==> config.mk <==
export PLATFORM = sky130hd
export DESIGN_NAME = sequential_divider61_48
export DESIGN_NICKNAME = d
export VERILOG_FILES = /design/src/rtl/sequential_divider61_48.sv
export SDC_FILE = /design/constraint.sdc
export NUM_CORES = 1
export LEC_CHECK = 0
export CORE_MARGIN = 2
export CORE_UTILIZATION = 54
export CTS_CLUSTER_SIZE = 14
export DETAILED_ROUTE_END_ITERATION = 7
export GPL_TIMING_DRIVEN = 0
export PLACE_DENSITY = 0.87
export RECOVER_POWER = 25
export SETUP_SLACK_MARGIN = 0.15
export SYNTH_ARGS = -nofsm -noshare
export SYNTH_HDL_FRONTEND = slang
export SYNTH_SLANG_ARGS = --single-unit
==> constraint.sdc <==
create_clock -name clk -period 3.4 [get_ports clk]
set_input_delay 0.68 -clock clk [delete_from_list [all_inputs] [get_ports clk]]
set_output_delay 0.68 -clock clk [all_outputs]
set_load 0.005 [all_outputs]
==> src/rtl/sequential_divider61_48.sv <==
// sequential_divider61_48: restoring divider, 61-bit dividend by 48-bit divisor, one quotient bit per cycle
module sequential_divider61_48 (
    input  logic        clk,
    input  logic        rst,
    input  logic        start,
    input  logic [60:0] A,
    input  logic [47:0] B,
    output logic        busy,
    output logic        done,
    output logic [60:0] quotient,
    output logic [47:0] remainder,
    output logic        div_by_zero
);
    typedef enum logic [1:0] {IDLE, CALC, DONE} state_t;
    state_t state, state_next;
    logic [60:0] a_reg, q;
    logic [47:0] b_reg, p;
    logic [5:0]  cnt;
    logic        dbz;
    logic [48:0] diff;
    always_comb begin
        // Partial remainder stays below the divisor, so the borrow out of the 49-bit trial subtract is the compare result
        diff = {p, a_reg[60]} - {1'b0, b_reg};
        state_next = (state == IDLE) ? (start ? ((B == '0) ? DONE : CALC) : IDLE) :
                     (state == CALC) ? ((cnt == '0) ? DONE : CALC) : IDLE;
    end
    always_ff @(posedge clk) begin
        if (rst) state <= IDLE;
        else     state <= state_next;
    end
    always_ff @(posedge clk) begin
        if (rst) begin
            a_reg <= '0;
            b_reg <= '0;
            p     <= '0;
            q     <= '0;
            cnt   <= '0;
            dbz   <= 1'b0;
        end else if (state == IDLE && start) begin
            a_reg <= A;
            b_reg <= B;
            cnt   <= 6'd60;
            q     <= (B == '0) ? '1 : '0;
            p     <= (B == '0) ? A[47:0] : '0;
            dbz   <= (B == '0);
        end else if (state == CALC) begin
            a_reg <= {a_reg[59:0], 1'b0};
            q     <= {q[59:0], ~diff[48]};
            p     <= diff[48] ? {p[46:0], a_reg[60]} : diff[47:0];
            cnt   <= cnt - 6'd1;
        end
    end
    assign busy        = (state != IDLE);
    assign done        = (state == DONE);
    assign quotient    = q;
    assign remainder   = p;
    assign div_by_zero = dbz;
endmodule
# Word level (Yosys, flattened, before mapping)
# Index checks and enable logic that the tools add are counted.
# totals
output_inout_bits	112
ff_bits	227
in_bits	112
# op_classes
n_eq_ne	2
n_reduce_logical	7
bitwise	1
n_mux	16
n_addsub	2
# op_table
operator	n
61-bit two-way mux	5
48-bit two-way mux	4
49-bit by 48-bit subtractor with 49-bit output	1
48-bit zero test	1
6-bit two-way mux	2
2-bit two-way mux	5
6-bit zero test	1
6-bit by 1-bit subtractor with 6-bit output, second input constant	1
2-bit nonzero test	2
2-bit by 1-bit == test with 1-bit output, second input constant	1
2-bit == test, second input constant	1
2-bit zero test	1
2-bit OR reduction	1
1-bit logical AND	1
1-bit inverter	1

# Depth between registers and ports, before layout
# depth
ltp_word	4
mapped_depth	14
mapped_depth_nobuf	12

# Worst setup path before layout
# Ideal clock, no wire load.
# synth_timing
kind	reg2reg
from	register a_reg[60]
to	register p[28], in the netlist remainder[28]
setup_time_ps	104
path_slack_ps	309
path_stages_with_launch	14
synth_period_minus_slack_ps	3091
required_ps	3296
arrival_time_ps	2987
path_cell_list	dfxtp_1 -> inv_1 -> ha_1 -> fa_1 -> nand2b_1 -> a21oi_1 -> o21ai_1 -> a211o_2 -> a211oi_4 -> o31a_2 -> nor2_8 -> buf_6 -> mux2i_1 -> a2111oi_2
# synth_via
elab_chain_cells	4
# synth_lines
element	line	rtl
start: declaration	16	logic [60:0] a_reg, q;
start signal: assignment	47	a_reg <= {a_reg[59:0], 1'b0};
49-bit by 48-bit subtractor with 49-bit output	23	diff = {p, a_reg[60]} - {1'b0, b_reg};
48-bit two-way mux	49	p <= diff[48] ? {p[46:0], a_reg[60]} : diff[47:0];
48-bit two-way mux	46	end else if (state == CALC) begin
48-bit two-way mux	39	end else if (state == IDLE && start) begin
end signal: assignment	44	p <= (B == '0) ? A[47:0] : '0;
end signal: assignment	49	
end: declaration	17	logic [47:0] b_reg, p;
# Every way passes these cells. The select of a mux whose other input is x is not followed.
# A chain may end at the register's enable or synchronous reset.

# Final worst setup path
# layout_timing
from	register p[28], in the netlist remainder[28]
to	register p[3], in the netlist remainder[3]
# layout_via
elab_chain_cells	4
# layout_lines
element	line
49-bit by 48-bit subtractor with 49-bit output	23
48-bit two-way mux	49
48-bit two-way mux	46
48-bit two-way mux	39
# Every way passes these cells. The select of a mux whose other input is x is not followed.

==> results_dict.tcl <==
set metrics [dict create \
    avgSynthCellArea_um2 7.60 \
    antenna_cells 0 \
    clk_latency_ns 0.53 \
    critPathLaunchType "flip-flop" \
    cts_tree "yes" \
    crit_required_ns 3.81 \
    grt_max_degree 15 \
    async_flop_share 0 \
    dp_hpwl_um 34200 \
    yosysUniqueCellTypes 76 \
    syn_inst 1657 \
    layout_worst_path_cycle_share 0.978 \
    viasPerCell 6.24 \
    route.vias.total 14100 \
    rows 55 \
    hold_depth 2 \
    max-vdd-ir-drop_uv 437 \
    grt_pass1_wl_um 71200 \
    slew_headroom 0.236 \
    layout-drive-gt1-share 0.0874 \
    r2r_slack_ns 0.08 \
    cts_made_buffers 24 \
    numClockSinks 227 \
    die_w_um 157 \
    fin_util 0.737 \
    reg2reg_depth 13 \
    rsz0062_at_grt "true" \
    cts_root_buf "clkbuf_16" \
    pre_cts_slack_ns -0.998 \
    antenna_found_initial 0 \
    placed_cells 2193 \
    nets 2090 \
    synth_ff_type "dfxtp_1" \
    powerDensity_mw_per_mm2 703 \
    synth_edf_count 0 \
    fmax_ghz 0.301 \
    maxSlewViolCount 0 \
    firstDrtPassIters 7 \
    cap_violations 0 \
    grt_overflow 0 \
    finalClockSkew_ns 0.0104 \
    drc_errors 0 \
    outcome "complete, no violations" \
    die-height_um 157 \
    p_leak_nw 6.53 \
    synth_area_mm2 0.0126 \
    ys_ff_latch 227 \
    seq_area_frac_synth 0.361 \
    core_mm2 0.0228 \
    critical_path_class "flip-flop to flip-flop" \
    io_pins 224 \
    hold_viol 0 \
    slowest_delay_ns 0.46 \
    stdcell_count 2259 \
    syn_to_final_growth_pct 33.1 \
    synth_top_area_frac 0.361 \
    ys_warn_count 0 \
    synth_area_leader_cell "dfxtp_1" \
    fin_ws_ns 0.0755 \
    hold_class "flip-flop to flip-flop" \
    drtAntennaViolNets 0 \
    syn-num-nets 1819 \
    grt_pass1_vias 13200 \
    clockBufferDepth 3 \
    die-area_mm2 0.0246 \
    post_drt_wl_per_cell_um 21.0 \
    crit_path_end_kind "flip-flop" \
    io_buffer_count 223 \
    crit_arrival_ns 3.73 \
    synth_area_leaders "dfxtp_1 36%, nand2_1 10%, a21oi_1 6.7%" \
    cp_max_fo 9 \
    track_usage 0.369 \
    drtIter0Drc 1557 \
    period_minus_slack_ns 3.32 \
    place_congestion 0.960 \
    finalWirelength_um 47400 \
    worst_pin_slew_ns 1.15 \
    crit_slowest_cell "dfxtp_1" \
    cp_cell_sequence "ha_1, buf_2, a21o_1, a21o_1, a21oi_1, o221a_4, a211oi_4, buf_6, o31a_4, nor2_8, buf_6, mux2i_1, a2111oi_1" \
    setup_viol 0 \
    cts-htree-levels 1 \
    initial_utilization 0.553 \
    clkTransAtPathRegs_ns 0.07 \
]
## cells by family (layout without fill, tap and decap cells)
| family | after synthesis | in the layout | synth area share |
|---|---|---|---|
| and+or+nand+nor | 631 | 631 | 0.215 |
| AOI/OAI and AO/OA | 487 | 487 | 0.262 |
| DFF | 227 | 227 | 0.361 |
| buffers and inverters | 195 | 484 | 0.0629 |
| adders and majority gates | 50 | 50 | 0.0502 |
| xor gates and xnor gates | 40 | 40 | 0.0278 |
| muxes | 27 | 27 | 0.0214 |
## path summary, 6_finish.rpt
kind                                            startpoint                        end
worst max-delay path            remainder[28]$_SDFFE_PP0P_  remainder[3]$_SDFFE_PP0P_
worst min-delay path                a_reg[58]$_SDFFE_PP0P_     a_reg[58]$_SDFFE_PP0P_
worst max register to register  remainder[28]$_SDFFE_PP0P_  remainder[3]$_SDFFE_PP0P_
worst min register to register      a_reg[58]$_SDFFE_PP0P_     a_reg[58]$_SDFFE_PP0P_
## Yosys cell counts (all sizes together), types with 13 or more instances
cell type	number
a21o	23
xor2	19
a311oi	51
dfxtp	227
nor4	21
inv	65
or3	14
nor2	141
a21oi	169
nand2	353
xnor2	21
buf	33
nand3	20
o21ai	57
a211oi	15
a221oi	13
ha	49
a2111oi	19
mux2i	27
nor3	20
a31oi	59
a22oi	15
clkbuf	97
nand4	23
## cell usage in the layout, fill, tap and decap left out, types with 8 or more instances in the layout
master / n
buf_4: 14
o21ai_0: 43
inv_1: 63
a21oi_2: 8
a2111oi_2: 13
clkbuf_1: 88
a21o_1: 23
ha_1: 45
a31oi_1: 59
nor2_1: 138
nor4_1: 15
or3_1: 14
xor2_1: 19
clkdlybuf4s50_1: 148
a311oi_1: 51
nand3_1: 20
nand2_1: 352
nor2b_1: 8
o211ai_1: 11
buf_2: 10
buf_1: 15
nand4_1: 23
a22oi_1: 15
xnor2_1: 21
mux2i_1: 23
a221oi_1: 12
clkbuf_16: 26
nor3_1: 18
dfxtp_1: 222
dlygate4sd3_1: 75
a211oi_1: 9
o21ai_1: 11
a21oi_1: 159
## stage by stage
stage	area (µm²)	total power [mW]	hold WS, ns	setup TNS, ns
4_1_cts	16500	11.2	0.457	0
6_report	16800	11.8	0.455	0
5_1_grt	16800	12.2	0.476	-0.0826
3_5_place_dp	15200	7.68	0.449	-70.89
2_1_floorplan	12600	6.21	0.436	0
3_3_place_gp	15200	7.62	0.442	-71.25
## cell type report
type                            instances  area (µm²)
Clock inverter                         15         234
Fill cell                            1775        6000
Multi-Input combinational cell       1235        7560
Sequential cell                       227        4550
Tap cell                              313         392
Timing Repair Buffer                  245        2500
Inverter                               65         244
Buffer                                130         607
Clock buffer                           29         681
## power by group
part	leakage [nW]	internal [mW]	switching, mW
clock	0.450	1.88	1.18
combinational	4.21	2.44	3.07
sequential	1.87	2.94	0.282
## layer usage
| layer | GRT usage | wire (µm) | share of wire | vias to the layer above |
|---|---|---|---|---|
| met4 | 0.180 | 2800 | 0.059 | 0 |
| met5 | 0 | 0 | 0 | - |
| li1 | - | - | - | 6442 |
| met3 | 0.0936 | 5560 | 0.12 | 217 |
| met2 | 0.582 | 20600 | 0.43 | 892 |
| met1 | 0.470 | 18500 | 0.39 | 6544 |
## worst max-delay path, delay by kind of cell (launching register included)
family | cells | cell delay (ns)
compound gates | 7 | 1.69
buf+inv | 3 | 0.49
flops | 1 | 0.46
fa+ha+maj | 1 | 0.27
simple gates | 1 | 0.19
mux | 1 | 0.10
## timing repair
item,CTS,global route
pin swaps,13,42
resized for setup,40,67
hold buffers,0,0
endpoints found under the setup margin,110,88
gates cloned,2,1
buffers inserted,13,6
(Power assumes the default switching activity.)
